<file path="config.mk">
export PLATFORM = sky130hd
export DESIGN_NAME = gap_sched
export DESIGN_NICKNAME = d
export VERILOG_FILES = /design/src/rtl/gap_pkg.sv /design/src/rtl/gap_addr_gen.sv /design/src/rtl/gap_sched.sv
export SDC_FILE = /design/constraint.sdc
export NUM_CORES = 1
export LEC_CHECK = 0
export CAP_MARGIN = 30
export CORE_AREA = 2 2 106 88
export DETAILED_ROUTE_END_ITERATION = 7
export DIE_AREA = 0 0 108 90
export MAX_ROUTING_LAYER = met4
export PLACE_DENSITY_LB_ADDON = 0.2
export SLEW_MARGIN = 10
export SYNTH_ARGS = -nofsm -noshare
export SYNTH_HDL_FRONTEND = slang
export SYNTH_SLANG_ARGS = --single-unit
</file>
<file path="constraint.sdc">
create_clock -name clock -period 5.8 [get_ports clock]
set_input_delay 0.87 -clock clock [delete_from_list [all_inputs] [get_ports clock]]
set_output_delay 0.87 -clock clock [all_outputs]
set_load 0.1 [all_outputs]
</file>
<file path="src/rtl/gap_pkg.sv">
// Shared types and defaults for the global-average-pool channel scheduler.
package gap_pkg;

  typedef enum logic [2:0] {
    IDLE      = 3'd0,
    FETCH     = 3'd1,
    DRAIN     = 3'd2,
    WAIT_POOL = 3'd3,
    OUTPUT    = 3'd4,
    FINISH    = 3'd5
  } gap_state_t;

  localparam int GAP_POINTS   = 49;
  localparam int GAP_CHANNELS = 1024;

endpackage

</file>
<file path="src/rtl/gap_addr_gen.sv">
// Point/channel counters and the running feature-map read address.
// The address only ever increments, so channel-major order needs no multiplier.
module gap_addr_gen
  import gap_pkg::*;
#(
  parameter int NUM_CHANNELS       = GAP_CHANNELS,
  parameter int POINTS_PER_CHANNEL = GAP_POINTS,
  parameter int ADDR_WIDTH         = 16,
  parameter int CH_WIDTH           = $clog2(NUM_CHANNELS)
) (
  input  logic                  clk_i,
  input  logic                  rst_i,
  input  logic                  load_i,
  input  logic                  inc_i,
  input  logic                  next_ch_i,
  input  logic [ADDR_WIDTH-1:0] base_i,
  output logic [ADDR_WIDTH-1:0] addr_o,
  output logic [CH_WIDTH-1:0]   ch_o,
  output logic                  last_pt_o,
  output logic                  last_ch_o
);

  localparam int PT_WIDTH = (POINTS_PER_CHANNEL > 1) ? $clog2(POINTS_PER_CHANNEL) : 1;

  logic [ADDR_WIDTH-1:0] addr_q, addr_d;
  logic [PT_WIDTH-1:0]   pt_q, pt_d;
  logic [CH_WIDTH-1:0]   ch_q, ch_d;

  assign last_pt_o = (pt_q == PT_WIDTH'(POINTS_PER_CHANNEL - 1));
  assign last_ch_o = (ch_q == CH_WIDTH'(NUM_CHANNELS - 1));
  assign addr_o    = addr_q;
  assign ch_o      = ch_q;

  always_comb begin
    addr_d = addr_q;
    pt_d   = pt_q;
    ch_d   = ch_q;
    if (load_i) begin
      addr_d = base_i;
      pt_d   = '0;
      ch_d   = '0;
    end else begin
      // Address wraps naturally at 2^ADDR_WIDTH; point counter wraps per channel.
      if (inc_i) begin
        addr_d = addr_q + ADDR_WIDTH'(1);
        pt_d   = last_pt_o ? '0 : pt_q + PT_WIDTH'(1);
      end
      if (next_ch_i) begin
        ch_d = ch_q + CH_WIDTH'(1);
      end
    end
  end

  always_ff @(posedge clk_i) begin
    if (rst_i) begin
      addr_q <= '0;
      pt_q   <= '0;
      ch_q   <= '0;
    end else begin
      addr_q <= addr_d;
      pt_q   <= pt_d;
      ch_q   <= ch_d;
    end
  end

endmodule

</file>
<file path="src/rtl/gap_sched.sv">
// Streams each channel of a channel-major feature map into the averaging unit,
// one channel at a time, and returns each channel average over a valid/ready port.
module gap_sched
  import gap_pkg::*;
#(
  parameter int DATA_WIDTH         = 32,
  parameter int NUM_CHANNELS       = GAP_CHANNELS,
  parameter int POINTS_PER_CHANNEL = GAP_POINTS,
  parameter int ADDR_WIDTH         = 16,
  parameter int CH_WIDTH           = $clog2(NUM_CHANNELS)
) (
  input  logic                  clock,
  input  logic                  reset,
  input  logic                  start,
  input  logic [ADDR_WIDTH-1:0] base_addr,
  output logic                  busy,
  output logic                  done,
  output logic                  err,
  output logic                  fm_rd_en,
  output logic [ADDR_WIDTH-1:0] fm_rd_addr,
  input  logic [DATA_WIDTH-1:0] fm_rd_data,
  output logic [DATA_WIDTH-1:0] pool_point_data,
  output logic                  pool_point_valid,
  input  logic                  pool_done,
  input  logic [DATA_WIDTH-1:0] pool_average,
  output logic                  res_valid,
  input  logic                  res_ready,
  output logic [DATA_WIDTH-1:0] res_data,
  output logic [CH_WIDTH-1:0]   res_channel,
  output logic [2:0]            dbg_state
);

  // Result port: a transfer happens on a rising edge where res_valid && res_ready;
  // once res_valid is raised, res_data/res_channel hold until that transfer.

  gap_state_t            state_q;
  logic                  busy_q, done_q, err_q, rd_en_q, pt_valid_q, res_valid_q;
  logic [DATA_WIDTH-1:0] res_data_q;
  logic [CH_WIDTH-1:0]   res_ch_q;

  logic                  ag_load, ag_inc, ag_next_ch, last_pt, last_ch;
  logic [ADDR_WIDTH-1:0] ag_addr;
  logic [CH_WIDTH-1:0]   ag_ch;

  assign ag_load    = (state_q == IDLE) && start;
  assign ag_inc     = (state_q == FETCH);
  assign ag_next_ch = (state_q == OUTPUT) && res_ready && !last_ch;

  gap_addr_gen #(
    .NUM_CHANNELS      (NUM_CHANNELS),
    .POINTS_PER_CHANNEL(POINTS_PER_CHANNEL),
    .ADDR_WIDTH        (ADDR_WIDTH),
    .CH_WIDTH          (CH_WIDTH)
  ) u_addr_gen (
    .clk_i    (clock),
    .rst_i    (reset),
    .load_i   (ag_load),
    .inc_i    (ag_inc),
    .next_ch_i(ag_next_ch),
    .base_i   (base_addr),
    .addr_o   (ag_addr),
    .ch_o     (ag_ch),
    .last_pt_o(last_pt),
    .last_ch_o(last_ch)
  );

  always_ff @(posedge clock) begin
    if (reset) begin
      state_q     <= IDLE;
      busy_q      <= 1'b0;
      done_q      <= 1'b0;
      err_q       <= 1'b0;
      rd_en_q     <= 1'b0;
      pt_valid_q  <= 1'b0;
      res_valid_q <= 1'b0;
      res_data_q  <= '0;
      res_ch_q    <= '0;
    end else begin
      done_q     <= 1'b0;
      pt_valid_q <= rd_en_q;
      // A completion outside WAIT_POOL is never consumed, only flagged.
      if (pool_done && (state_q != WAIT_POOL)) err_q <= 1'b1;
      case (state_q)
        IDLE: begin
          if (start) begin
            state_q <= FETCH;
            busy_q  <= 1'b1;
            rd_en_q <= 1'b1;
            err_q   <= 1'b0;
          end
        end
        FETCH: begin
          if (last_pt) begin
            rd_en_q <= 1'b0;
            state_q <= DRAIN;
          end
        end
        DRAIN: state_q <= WAIT_POOL;
        WAIT_POOL: begin
          if (pool_done) begin
            res_data_q  <= pool_average;
            res_ch_q    <= ag_ch;
            res_valid_q <= 1'b1;
            state_q     <= OUTPUT;
          end
        end
        OUTPUT: begin
          if (res_ready) begin
            res_valid_q <= 1'b0;
            if (last_ch) begin
              state_q <= FINISH;
              done_q  <= 1'b1;
              busy_q  <= 1'b0;
            end else begin
              state_q <= FETCH;
              rd_en_q <= 1'b1;
            end
          end
        end
        FINISH:  state_q <= IDLE;
        default: state_q <= IDLE;
      endcase
    end
  end

  assign busy             = busy_q;
  assign done             = done_q;
  assign err              = err_q;
  assign fm_rd_en         = rd_en_q;
  assign fm_rd_addr       = ag_addr;
  assign pool_point_data  = fm_rd_data;
  assign pool_point_valid = pt_valid_q;
  assign res_valid        = res_valid_q;
  assign res_data         = res_data_q;
  assign res_channel      = res_ch_q;
  assign dbg_state        = state_q;

endmodule

</file>
==> flow_summary.toml <==
[global_routing]
grt_pass1_vias = 3239
grt_use_total_pct = 19.6
grt_pass1_wl_mm = 15.1
overflow = 0
grt_max_degree = 70
antenna_found_initial = 0

[job]
max-cap-violations = 0

[synthesis]
avgSynthCellArea_um2 = 8.10
ys_seq_elements = 83
synth_cell_types = 48
synthAdderAreaFrac_pct = 1.34
synthCells = 460
synthSimpleGateAreaFrac_pct = 24.9
synth_top_family_by_area = "simple AND/OR/NAND/NOR gates"
synth_xor_area_share_pct = 4.00
synth_compound_area_share_pct = 14.9
synth_ff_type = "dfxtp_1"
synth_async_sr_flop_share_pct = 0
synth_area_um2 = 3720
ys_seq_area_share_pct = 44.6
synth_edf_count = 0
yosysWarnings = 0
syn_nets = 549
synth.area.mux_share_pct = 0.269

[floorplan]
initial_core_util_pct = 42.7
die_y_um = 90
die_width_um = 108
die_area_um2 = 9720
fp-row-count = 31
ios = 184
core_um2 = 8730

[worst_hold_path]
min_from = "res_channel[2]"
min_path_cells = 2
hold_class = "reg2reg"
min_to = "res_channel[2]"

[finish]
num-nets-final = 626
area_growth_pct = 33.1
postLayoutCoreUtil_pct = 56.8
drive_above_1_share_pct = 4.61
layout.cells.non_filler = 657
design_area_um2 = 4960
diodes = 0

[setup_path]
crit_family = "buffers and inverters"
arrival_ns = 2.16
cp-start-kind = "flip-flop"
crit_buf_inv = 1
timing.rr.end = "u_addr_gen.addr_o[13]"
worst-setup-path-type = "reg2out"
worstPathMaxFanout = 14
r2r_slack_ns = 3.43
slowest_stage = "clkdlybuf4s50_1"
path_cells = "clkdlybuf4s50_1"
r2r_start = "dbg_state[0]"
cp-end-kind = "primary output"
worstPathRequired_ns = 4.93
cpPeakStageDelay_ns = 1.22
reg2reg_depth = 4

[placed_design]
dp_cells = 640
hpwl_mm = 6.35
finalWeightedCongestion = 0.810
port_buffers = 119
placed_area_um2 = 4740

[clocking]
clockBufferDepth = 2
clockRootBuffer = "clkbuf_8"
cts_setup_buffers = 0
cts_sinks = 83
htree_levels = 3
cts_made_buffers = 9
cts_tree = "yes"
path_clk_slew_ns = 0.08
clock_latency_ns = 0.36
cts_resized = 0
hold_buffers = 0

[sta]
fin_crit_sh_pct = 52.2
setup_viol = 0
fin_crit_ns = 3.03
fmax_ghz = 0.330
finalMaxSlewViolations = 0
worst_slew_pin_slew_ns = 1.01
hold_violations = 0
grt_setup_unrepaired = "false"
fin_setup_tns_ns = 0
fin_worst_skew_ns = 0.00744
relSlewSlack_pct = 32.4

[routing]
vias = 3359
drt_iter0_drc = 107
via_per_inst = 5.11
wl_mm = 9.07
firstDrtPassIters = 4
ant_nets = 0
avgRoutedWirePerCell_um = 13.8
drc = 0

[status]
outcome = "finished, final reports clean"

[power]
power_density_nw_per_um2 = 280
leakagePower_nw = 1.61
irDropWorstVdd_uv = 134
flip-flops by register name (all words and copies together) (netlist names):
signal / count
busy: 1
dbg_state: 3
done: 1
err: 1
fm_rd_en: 1
pool_point_valid: 1
res_channel: 10
res_data: 32
res_valid: 1
u_addr_gen.addr_o: 16
u_addr_gen.ch_o: 10
u_addr_gen.pt_q: 6
tightest hold or removal path, delay by kind of cell, from the launching register on:
| family | cells | cell delay, ns |
|---|---|---|
| compound gates | 1 | 0.05 |
| flops | 1 | 0.31 |
| simple gates | 1 | 0.05 |
cells in the final DEF, fill, tap and decap left out, types with 3 or more instances in the layout:
master	n
a31oi_1	4
ha_1	4
inv_1	6
a311oi_1	3
and3_1	4
o21ai_0	9
xnor2_1	8
dfxtp_1	83
nand2_1	109
buf_4	4
a211oi_1	11
nor3_1	3
a21oi_1	52
nor4_1	7
nor2_1	26
clkdlybuf4s50_1	118
o211ai_1	3
xor2_1	9
nand3_1	8
clkbuf_8	9
or3_1	6
nand4_1	15
power by group:
part | leakage, nW | switching, W | internal (W)
Combinational | 0.832 | 0.000219 | 0.0000938
Clock | 0.103 | 0.000215 | 0.000243
Sequential | 0.674 | 0.0000264 | 0.000592
Total | 1.61 | 0.000461 | 0.000929
cells by family after synthesis:
| logic type | Yosys count |
|---|---|
| AO/OA/AOI/OAI | 93 |
| XOR/XNOR | 17 |
| adder cells (fa/ha/maj) | 4 |
| buffers and inverters | 64 |
| flip-flops | 83 |
| multiplexers | 1 |
| AND/OR/NAND/NOR | 198 |
cell usage after synthesis (3+ instances only):
| library cell | number | area [µm²] |
|---|---|---|
| a311oi_1 | 3 | 26.3 |
| dfxtp_1 | 83 | 1660 |
| nor4_1 | 7 | 43.8 |
| xnor2_1 | 8 | 70.1 |
| nand2_1 | 109 | 409 |
| buf_4 | 33 | 248 |
| ha_1 | 4 | 50.1 |
| a21oi_1 | 52 | 260 |
| nand4_1 | 15 | 93.8 |
| and3_1 | 4 | 25.0 |
| nor2_1 | 26 | 97.6 |
| clkbuf_1 | 24 | 90.1 |
| inv_1 | 6 | 22.5 |
| xor2_1 | 9 | 78.8 |
| o211ai_1 | 3 | 22.5 |
| a31oi_1 | 4 | 25.0 |
| o21ai_0 | 9 | 45.0 |
| a211oi_1 | 11 | 82.6 |
| nor3_1 | 3 | 15.0 |
| nand3_1 | 8 | 40.0 |
| or3_1 | 6 | 37.5 |
routing by layer:
| layer | share of wire (%) | global-route usage, % | vias to the layer above |
|---|---|---|---|
| met5 | 0 | - | - |
| met4 | 1.3 | 5.45 | 0 |
| met3 | 7.6 | 8.05 | 18 |
| met2 | 46 | 30.4 | 89 |
| met1 | 45 | 23.4 | 1534 |
| li1 | - | - | 1718 |
layout make-up:
type	instances	area, µm²
repair buffers	124	1220
fillers	835	3770
multi-input cells	313	1690
clock buffers	10	128
clock inverters	6	88.8
flip-flops and latches	83	1660
well taps	115	144
inverters	6	22.5
metrics by stage:
stage          power [W]  hold slack [ns]  worst slack [ns]
2_1_floorplan   0.000954            0.461              2.89
3_3_place_gp    0.000941            0.441              2.69
3_5_place_dp    0.000944            0.449              2.65
4_1_cts          0.00140            0.458              2.77
5_1_grt          0.00144            0.479              2.70
6_report         0.00139            0.457              2.77
worst max path at each step:
stage / start / endpoint / slack [ns] / cells after the start
2_1_floorplan: dbg_state[0] / u_addr_gen.addr_o[13] / 2.89 / 6
3_3_place_gp: start / u_addr_gen.ch_o[3] / 2.69 / 5
3_5_place_dp: start / u_addr_gen.ch_o[3] / 2.65 / 5
4_1_cts: dbg_state[2] / dbg_state[2] / 2.77 / 1
5_1_grt: dbg_state[2] / dbg_state[2] / 2.70 / 1
6_report: dbg_state[2] / dbg_state[2] / 2.77 / 1
No activity file was read; power rests on OpenSTA's default activity.
